## config.mk

```make
export PLATFORM = sky130hd
export DESIGN_NAME = exe_stage_pipe
export DESIGN_NICKNAME = d
export VERILOG_FILES = /design/src/rtl/exe_pkg.sv /design/src/rtl/exe_val2_gen.sv /design/src/rtl/exe_stage_pipe.sv
export SDC_FILE = /design/constraint.sdc
export NUM_CORES = 1
export LEC_CHECK = 0
export BUFFER_PORTS_ARGS = -buffer_cell sky130_fd_sc_hd__buf_2
export CORE_MARGIN = 1.5
export CORE_UTILIZATION = 35
export DETAILED_ROUTE_END_ITERATION = 16
export GPL_TIMING_DRIVEN = 0
export PLACE_DENSITY = 0.54
export SLEW_MARGIN = 30
export SYNTH_ARGS = -nofsm -noshare
export SYNTH_HDL_FRONTEND = slang
export SYNTH_HIERARCHICAL = 1
export SYNTH_SLANG_ARGS = --single-unit
```

## constraint.sdc

```tcl
create_clock -name clk -period 9.6 [get_ports clk]
set_input_delay 0 -clock clk [delete_from_list [all_inputs] [get_ports clk]]
set_output_delay 0 -clock clk [all_outputs]
set_load 0.05 [all_outputs]
```

## src/rtl/exe_pkg.sv

```systemverilog
// exe_pkg: ALU command codes, shifter types, NZCV bit positions and multiplier FSM states.
package exe_pkg;
  localparam logic [3:0] CMD_MOV = 4'b0001;
  localparam logic [3:0] CMD_MVN = 4'b1001;
  localparam logic [3:0] CMD_ADD = 4'b0010;
  localparam logic [3:0] CMD_ADC = 4'b0011;
  localparam logic [3:0] CMD_SUB = 4'b0100;
  localparam logic [3:0] CMD_SBC = 4'b0101;
  localparam logic [3:0] CMD_AND = 4'b0110;
  localparam logic [3:0] CMD_ORR = 4'b0111;
  localparam logic [3:0] CMD_EOR = 4'b1000;
  localparam logic [3:0] CMD_MUL = 4'b1010;
  localparam logic [1:0] SH_LSL = 2'd0;
  localparam logic [1:0] SH_LSR = 2'd1;
  localparam logic [1:0] SH_ASR = 2'd2;
  localparam logic [1:0] SH_ROR = 2'd3;
  localparam int SR_N = 3;
  localparam int SR_Z = 2;
  localparam int SR_C = 1;
  localparam int SR_V = 0;
  typedef enum logic [1:0] {M_IDLE, M_BUSY, M_DONE} mul_state_t;
endpackage

```

## src/rtl/exe_val2_gen.sv

```systemverilog
// exe_val2_gen: second-operand generator (rotated imm8, memory offset, or shifted val_rm).
module exe_val2_gen
  import exe_pkg::*;
#(
  parameter int XLEN = 32
) (
  input  logic            imm,
  input  logic            mem,
  input  logic [11:0]     shift_operand,
  input  logic [XLEN-1:0] val_rm,
  output logic [XLEN-1:0] val2
);
  logic [31:0] imm8, imm32;
  logic [4:0] rot, amt;
  logic [XLEN-1:0] asr, shifted;
  assign imm8 = {24'h0, shift_operand[7:0]};
  assign rot = {shift_operand[11:8], 1'b0};
  // immediate rotation is always 32-bit wide, then zero-extended
  assign imm32 = (imm8 >> rot) | (imm8 << (6'd32 - {1'b0, rot}));
  assign amt = shift_operand[11:7];
  assign asr = $signed(val_rm) >>> amt;
  assign shifted = (shift_operand[6:5] == SH_LSL) ? val_rm << amt
                 : (shift_operand[6:5] == SH_LSR) ? val_rm >> amt
                 : (shift_operand[6:5] == SH_ASR) ? asr
                 : (val_rm >> amt) | (val_rm << (7'(XLEN) - {2'b0, amt}));
  assign val2 = imm ? XLEN'(imm32) : mem ? XLEN'(shift_operand) : shifted;
endmodule

```

## src/rtl/exe_stage_pipe.sv

```systemverilog
// exe_stage_pipe: handshaked ARM execute stage (Val2, ALU, NZCV, branch target, EXE/MEM register).
// Define EXE_MUL_EN to add the iterative shift-add multiplier for MUL (1010).
module exe_stage_pipe
  import exe_pkg::*;
#(
  parameter int XLEN     = 32,
  parameter int MUL_STEP = 4
) (
  input  logic            clk,
  input  logic            rst,
  input  logic            flush,
  input  logic            in_valid,
  output logic            in_ready,
  input  logic [3:0]      exe_cmd,
  input  logic            mem_r_en,
  input  logic            mem_w_en,
  input  logic            wb_en,
  input  logic            s_bit,
  input  logic            b_en,
  input  logic [3:0]      dest,
  input  logic [XLEN-1:0] pc,
  input  logic [XLEN-1:0] val_rn,
  input  logic [XLEN-1:0] val_rm,
  input  logic            imm,
  input  logic [11:0]     shift_operand,
  input  logic [23:0]     signed_imm_24,
  output logic            out_valid,
  input  logic            out_ready,
  output logic [XLEN-1:0] out_alu_result,
  output logic [XLEN-1:0] out_val_rm,
  output logic [3:0]      out_dest,
  output logic            out_mem_r_en,
  output logic            out_mem_w_en,
  output logic            out_wb_en,
  output logic            br_taken,
  output logic [XLEN-1:0] br_addr,
  output logic [3:0]      sr
);
  logic [XLEN-1:0] val2, res, ld_res, ld_rm;
  logic [XLEN:0] sum;
  logic [3:0] nzcv, ld_dest, sr_d;
  logic [2:0] ld_ctl;
  logic arith, sub, known, is_mul, busy, accept, load_alu, mul_load, slot_free, ld, sr_we;

  if ((XLEN != 32 && XLEN != 64) || XLEN % MUL_STEP != 0) begin : g_bad_cfg
    $error("exe_stage_pipe: illegal XLEN/MUL_STEP combination");
  end

  exe_val2_gen #(.XLEN(XLEN)) u_val2 (
    .imm(imm),
    .mem(mem_r_en | mem_w_en),
    .shift_operand(shift_operand),
    .val_rm(val_rm),
    .val2(val2)
  );

  assign slot_free = !out_valid || out_ready;
  assign in_ready = !busy && slot_free;
  assign accept = in_valid && in_ready && !flush;
  assign load_alu = accept && !is_mul;
  assign arith = exe_cmd inside {CMD_ADD, CMD_ADC, CMD_SUB, CMD_SBC};
  assign sub = exe_cmd inside {CMD_SUB, CMD_SBC};
  // subtract as rn + ~val2 + carry so the carry out is directly ARM's not-borrow
  assign sum = {1'b0, val_rn} + {1'b0, sub ? ~val2 : val2}
             + {{XLEN{1'b0}}, exe_cmd == CMD_SUB || (exe_cmd inside {CMD_ADC, CMD_SBC} && sr[SR_C])};

  always_comb begin
    res = '0;
    known = 1'b1;
    case (exe_cmd)
      CMD_MOV: res = val2;
      CMD_MVN: res = ~val2;
      CMD_ADD, CMD_ADC, CMD_SUB, CMD_SBC: res = sum[XLEN-1:0];
      CMD_AND: res = val_rn & val2;
      CMD_ORR: res = val_rn | val2;
      CMD_EOR: res = val_rn ^ val2;
      default: known = 1'b0;
    endcase
  end

  assign nzcv = {res[XLEN-1], res == '0, arith ? sum[XLEN] : sr[SR_C],
                 arith ? (val_rn[XLEN-1] == (val2[XLEN-1] ^ sub)) && (res[XLEN-1] != val_rn[XLEN-1]) : sr[SR_V]};

`ifdef EXE_MUL_EN
  localparam int STEPS = XLEN / MUL_STEP;
  localparam int CW = $clog2(STEPS + 1);
  mul_state_t state, state_n;
  logic [XLEN-1:0] m_acc, m_mcand, m_mplier, m_rm;
  logic [CW-1:0] m_cnt;
  logic [3:0] m_dest;
  logic [2:0] m_ctl;
  logic m_s;
  assign is_mul = exe_cmd == CMD_MUL && !b_en;

  always_ff @(posedge clk)
    if (rst) state <= M_IDLE;
    else state <= state_n;

  always_comb
    state_n = flush ? M_IDLE
            : (state == M_IDLE && accept && is_mul) ? M_BUSY
            : (state == M_BUSY && m_cnt == CW'(1)) ? M_DONE
            : (state == M_DONE && slot_free) ? M_IDLE
            : state;

  always_comb begin
    busy = state != M_IDLE;
    mul_load = state == M_DONE && slot_free && !flush;
  end

  // retire MUL_STEP multiplier bits per cycle into the accumulator
  always_ff @(posedge clk)
    if (accept && is_mul) begin
      m_acc <= '0;
      m_mcand <= val_rn;
      m_mplier <= val2;
      m_cnt <= CW'(STEPS);
      m_rm <= val_rm;
      m_dest <= dest;
      m_ctl <= {mem_r_en, mem_w_en, wb_en};
      m_s <= s_bit;
    end else if (state == M_BUSY) begin
      m_acc <= m_acc + m_mcand * XLEN'(m_mplier[MUL_STEP-1:0]);
      m_mcand <= m_mcand << MUL_STEP;
      m_mplier <= m_mplier >> MUL_STEP;
      m_cnt <= m_cnt - CW'(1);
    end
`else
  assign is_mul = 1'b0;
  assign busy = 1'b0;
  assign mul_load = 1'b0;
`endif

  always_comb begin
    ld = load_alu;
    ld_res = res;
    ld_rm = val_rm;
    ld_dest = dest;
    ld_ctl = b_en ? 3'b000 : {mem_r_en, mem_w_en, wb_en};
    sr_we = load_alu && s_bit && known && !b_en;
    sr_d = nzcv;
`ifdef EXE_MUL_EN
    if (mul_load) begin
      ld = 1'b1;
      ld_res = m_acc;
      ld_rm = m_rm;
      ld_dest = m_dest;
      ld_ctl = m_ctl;
      sr_we = m_s;
      sr_d = {m_acc[XLEN-1], m_acc == '0, sr[SR_C], sr[SR_V]};
    end
`endif
  end

  always_ff @(posedge clk)
    if (rst) begin
      out_valid <= 1'b0;
      out_alu_result <= '0;
      out_val_rm <= '0;
      out_dest <= '0;
      {out_mem_r_en, out_mem_w_en, out_wb_en} <= 3'b000;
      br_taken <= 1'b0;
      br_addr <= '0;
      sr <= '0;
    end else begin
      out_valid <= !flush && (ld || (out_valid && !out_ready));
      if (ld) begin
        out_alu_result <= ld_res;
        out_val_rm <= ld_rm;
        out_dest <= ld_dest;
        {out_mem_r_en, out_mem_w_en, out_wb_en} <= ld_ctl;
      end
      br_taken <= accept && b_en;
      if (accept && b_en) br_addr <= pc + {{(XLEN-26){signed_imm_24[23]}}, signed_imm_24, 2'b00};
      if (sr_we) sr <= sr_d;
    end
endmodule

```

# Yosys cells after proc, flatten, opt, wreduce, memory -nomap -nowiden
# Index checks and enable logic that the tools add are counted.
# totals
ff_bits,109
in_bits,151
out_inout_bits,110
word_cells,77
# op_classes
addsub,5
eq_ne,13
n_shift,6
muxes,9
bitwise_logic,8
n_reduce_logical,25
# op_table
operator,n
two-way mux 32 bit,6
case mux 32 bit (6 select lines),1
bitwise OR 32 bit,3
adder 32 x 32 -> 33 bit,1
adder 33 x 1 -> 33 bit,1
adder 32 bit,1
bitwise AND 32 bit,1
zero test 32 bit,1
inverter 32 bit,1
<< shifter 32 x 5 -> 32 bit,1
<< shifter 32 x 7 -> 32 bit,1
<< shifter 8 x 6 -> 32 bit,1
>> shifter 32 x 5 -> 32 bit,1
>> shifter 8 x 5 -> 32 bit,1
>>> shifter 32 x 5 -> 32 bit,1
bitwise XOR 32 bit,1
equality test 4 x 3 -> 1 bit (second input constant),4
logical AND 1 bit,10
OR reduction 9 bit,1
equality test 4 x 2 -> 1 bit (second input constant),2
equality test 4 bit (second input constant),2
subtractor 6 x 5 -> 7 bit (first input constant),1
subtractor 6 x 5 -> 6 bit (first input constant),1
equality test 4 x 1 -> 1 bit (second input constant),1
15 further kinds,21

# Logic depth before layout (Yosys ltp)
# depth
word_depth,15
mapped_depth,29
ltp_nobuf,23

# Hierarchy
# Netlist, hierarchy kept.
# by_module_without_submodules
module,n_inst,cells_per_inst,area_each_um2,seq_area_each_um2
exe_stage_pipe,1,1310,9979.6,2182.1
exe_val2_gen,1,1016,8047.7,0.0

# Least setup slack after synthesis
# No wires, ideal clock.
# synth_timing
path_kind,input to register
start,in shift_operand[9]
end,reg sr[2]
setup_ns,0.084
arrival_time_ns,5.400
required_time_ns,9.516
path_slack_ns,4.116
path_stages,28
n_path_buf,6
path_cell_list,buf_4 -> inv_1 -> buf_2 -> buf_1 -> ha_1 -> buf_2 -> nor2b_1 -> clkbuf_2 -> xnor2_1 -> buf_2 -> nor2_1 -> a311oi_1 -> a221oi_1 -> inv_1 -> xnor2_1 -> fa_1 -> inv_1 -> fa_1 -> nand2b_1 -> a21o_1 -> a211oi_2 -> a21oi_2 -> nor4_1 -> o21a_1 -> o31ai_1 -> nor4_2 -> nand4_1 -> o31ai_2
# synth_via
elab_chain_cells,14
elab_cells_between_ends,24
classes_between,add/sub (4); shift (6); mux (7); bitwise (6); reduce/logical (1)
# synth_rtl
item,line,source
"start, declared",exe_stage_pipe.sv:25,"input logic [11:0] shift_operand,"
subtractor 6 x 5 -> 7 bit,exe_val2_gen.sv:25,": (val_rm >> amt) | (val_rm << (7'(XLEN) - {2'b0, amt}));"
<< shifter 32 x 7 -> 32 bit,exe_val2_gen.sv:25,
bitwise OR 32 bit,exe_val2_gen.sv:25,
two-way mux 32 bit,exe_val2_gen.sv:24,: (shift_operand[6:5] == SH_ASR) ? asr
two-way mux 32 bit,exe_val2_gen.sv:23,: (shift_operand[6:5] == SH_LSR) ? val_rm >> amt
two-way mux 32 bit,exe_val2_gen.sv:22,assign shifted = (shift_operand[6:5] == SH_LSL) ? val_rm << amt
two-way mux 32 bit,exe_val2_gen.sv:26,assign val2 = imm ? XLEN'(imm32) : mem ? XLEN'(shift_operand) : shifted;
two-way mux 32 bit (*),exe_val2_gen.sv:26,
via val2[0],exe_stage_pipe.sv:39,"logic [XLEN-1:0] val2, res, ld_res, ld_rm;"
inverter 32 bit,"exe_stage_pipe.sv:64, exe_stage_pipe.sv:72",
two-way mux 32 bit,exe_stage_pipe.sv:64,"assign sum = {1'b0, val_rn} + {1'b0, sub ? ~val2 : val2}"
adder 32 x 32 -> 33 bit,exe_stage_pipe.sv:64,
adder 33 x 1 -> 33 bit,exe_stage_pipe.sv:65,"+ {{XLEN{1'b0}}, exe_cmd == CMD_SUB || (exe_cmd inside {CMD_ADC, CMD_SBC} && sr[SR_C])};"
case mux 32 bit (6 select lines) (*),exe_stage_pipe.sv:70,case (exe_cmd)
zero test 32 bit (*),exe_stage_pipe.sv:81,"assign nzcv = {res[XLEN-1], res == '0, arith ? sum[XLEN] : sr[SR_C],"
"end signal, assigned",exe_stage_pipe.sv:175,if (sr_we) sr <= sr_d;
"end, declared",exe_stage_pipe.sv:37,output logic [3:0] sr
# The timed path passes the listed nets; every way through them passes the cells marked *.
# A chain may end at the register's enable or synchronous reset.

# Worst setup path in the final report
# layout_timing
start,in shift_operand[8]
end,reg sr[2]
# The elaborated chain is that of the path after synthesis.

==> flow_summary.yaml <==
synthesis:
  yosys_warnings: 6
  synth_ff_type: "dfxtp_1"
  synthArstFlopShare: 0
  syn_area_per_cell_um2: 7.75
  synth_cell_types: 111
  yosysSeqAreaShare: 0.121
  synthesis.nets: 2607
  netlist_area_mm2: 0.0180
  postSynthCellCount: 2326
  synth_edf_count: 0
  ys_ff_latch: 109
job:
  cap_violations: 0
critical_path:
  critPathBufInv: 10
  cp_slowest_cell: "nor3_1"
  cp.depth: 29
  slowest_delay_ns: 0.88
  cp.required_ns: 9.92
  crit_start: "shift_operand[8]"
  worst-setup-path-type: "primary input to register"
  r2r_start: "sr[1]"
  r2r_cells: 15
  worstReg2RegEnd: "sr[2]"
  cp-start-kind: "primary input"
  endpoint: "sr[2]"
  worstPathArrival_ns: 8.53
  end_kind: "register"
  crit_family: "simple AND/OR/NAND/NOR gates"
  crit_fanout: 11
  r2r_slack_ns: 4.86
timing:
  fin_crit_ns: 8.21
  fin_tns_setup_ns: 0
  fmaxAchievable_ghz: 0.122
  finClkSkew_ns: 0.0184
  rsz0062_at_grt: "no"
  final_hold_viol_count: 0
  relSlewSlack: 0.199
  fin_crit_sh: 0.855
  slew_violations: 0
  worstMarginPinSlew_ns: 1.19
  setup_viol_count_final: 0
floorplanning:
  pin_count: 261
  core_mm2: 0.0505
  start_util: 0.357
  die_h_um: 230
  fp.dieArea_mm2: 0.0529
  fp.dieW_um: 230
  rows: 82
global_routing:
  grt_pass1_wl_um: 150000
  overflow: 0
  grtUsageTotal: 0.389
  grt_pass1_vias: 20638
  antenna_found_initial: 7
  grt_max_degree: 23
power_and_ir_drop:
  clkPwrFrac: 0.173
  p_leak_uw: 0.00868
  pwr-share-comb: 0.616
  switchingPower_uw: 1180
  p_seq_frac: 0.210
  netSwitchingFraction: 0.507
  intPower_uw: 1140
  p_per_area_mw_per_mm2: 110
  ir_drop_mv: 0.150
  power.total_uw: 2320
place:
  place.gp.congestion: 1.06
  io_buffers: 256
  place_hpwl_um: 85400
clocking:
  clock_latency_ns: 0.40
  cts.sinks: 109
  cts_buffers: 9
  cts.clk_slew.worst_paths_ns: 0.09
  htreeDepth: 3
  cts_resized: 0
  postCtsSetupRepairBufs: 0
  cts_tree: "done"
  clockBufferDepth: 2
  root_buffer: "clkbuf_16"
layout:
  syn_to_final_growth_pct: 16.5
  drive_above_1_share: 0.214
  layout_commonest_cell: "buf_2"
  layout_common_cells: "buf_2, nand2_1, a21oi_1"
  fin_nets: 2923
routing:
  wirelength_um: 106000
  wl_per_cell_um: 31.9
  drt_iter0_markers: 2785
  viasPerCell: 6.51
  vias: 21634
  postRouteAntennaNets: 0
  drt-pass1-iter-count: 6
  drc: 0
hold_path:
  hold_path.class: "primary input to register"
outcome:
  status: "completed"
[worst min path at each step]
| stage | startpoint | end | slack (ns) | cells after the start |
|---|---|---|---|---|
| after floorplan | flush | out_valid | 0.08 | 1 |
| after global placement | flush | out_valid | 0.20 | 2 |
| after detailed placement | flush | out_valid | 0.22 | 2 |
| after CTS | signed_imm_24[1] | br_addr[3] | 0.04 | 4 |
| after global routing | signed_imm_24[1] | br_addr[3] | 0.08 | 4 |
| final | signed_imm_24[1] | br_addr[3] | 0.05 | 4 |
[power by group through the flow]
stage | Combinational [uW] | Sequential (uW) | Clock, uW
floorplan | 797 | 580 | 0
global placement | 1350 | 497 | 0
detailed placement | 1350 | 498 | 0
CTS | 1380 | 488 | 412
global route | 1490 | 491 | 425
finish | 1430 | 488 | 402
[registers in the layout, indices dropped and copies added (netlist names)]
name            count
out_mem_w_en        1
sr                  4
br_taken            1
out_mem_r_en        1
out_valid           1
br_addr            32
out_val_rm         32
out_alu_result     32
out_wb_en           1
out_dest            4
[final cells by class]
type / instances / area [um2]
fill: 5295 / 29500
multi-input combinational: 1903 / 14400
sequential: 109 / 2180
timing repair buffer: 305 / 1770
buffer: 215 / 1080
tap: 672 / 841
inverter: 99 / 372
clock buffer: 9 / 225
clock inverter: 7 / 81.3
antenna: 4 / 10.0
[synth_stat cells, drive strengths merged (31+ instances only)]
library cell  count  area share
clkbuf          120       0.026
mux2             35       0.022
xnor2            63       0.031
inv              98       0.020
buf              94       0.032
nand2           275       0.057
mux2i           103       0.057
o21ai           114       0.032
o211ai           31       0.013
nor3             49       0.014
dfxtp           109        0.12
nand3            31      0.0086
o22ai            33       0.011
a211oi           48       0.021
a21oi           196       0.055
a21o             33       0.014
ha              127       0.088
mux4            101        0.13
nor2            183       0.039
a22oi            44       0.018
[what timing repair did]
action | 4_1_cts | 5_1_grt
endpoints found under the hold margin | 42 | 0
setup endpoints to repair | 0 | 0
hold buffers | 46 | 0
[worst min-delay path, stage by stage]
cell,delay [ns]
buf_2,0.11
inv_1,0.07
fa_1,0.18
a211oi_1,0.06
[routing by layer]
layer | part of all wire | GRT usage
met1 | 0.43 | 0.534
met5 | 0.00055 | 0
met3 | 0.10 | 0.100
met2 | 0.42 | 0.580
met4 | 0.046 | 0.152
[stage by stage]
| step | worst slack (ns) | instance area, um2 | hold slack, ns | instances | utilization |
|---|---|---|---|---|---|
| floorplan | 4.12 | 18000 | 0.0793 | 2326 | - |
| global placement | 0.725 | 20100 | 0.196 | 3254 | 0.399 |
| detailed placement | 1.53 | 20200 | 0.216 | 3257 | 0.401 |
| CTS | 1.91 | 21000 | 0.0414 | 3319 | 0.416 |
| global route | 1.42 | 21000 | 0.0807 | 3319 | 0.416 |
| finish | 1.39 | 21000 | 0.0544 | 3323 | 0.416 |
[logic make-up after synthesis]
family,after synthesis,synth area share
compound gates,703,0.261
xor+xnor,79,0.0392
fa+ha+maj,130,0.0915
buf+inv,314,0.0805
flops,109,0.121
mux,239,0.206
simple gates,752,0.201
No activity file was read; power rests on OpenSTA's default activity.
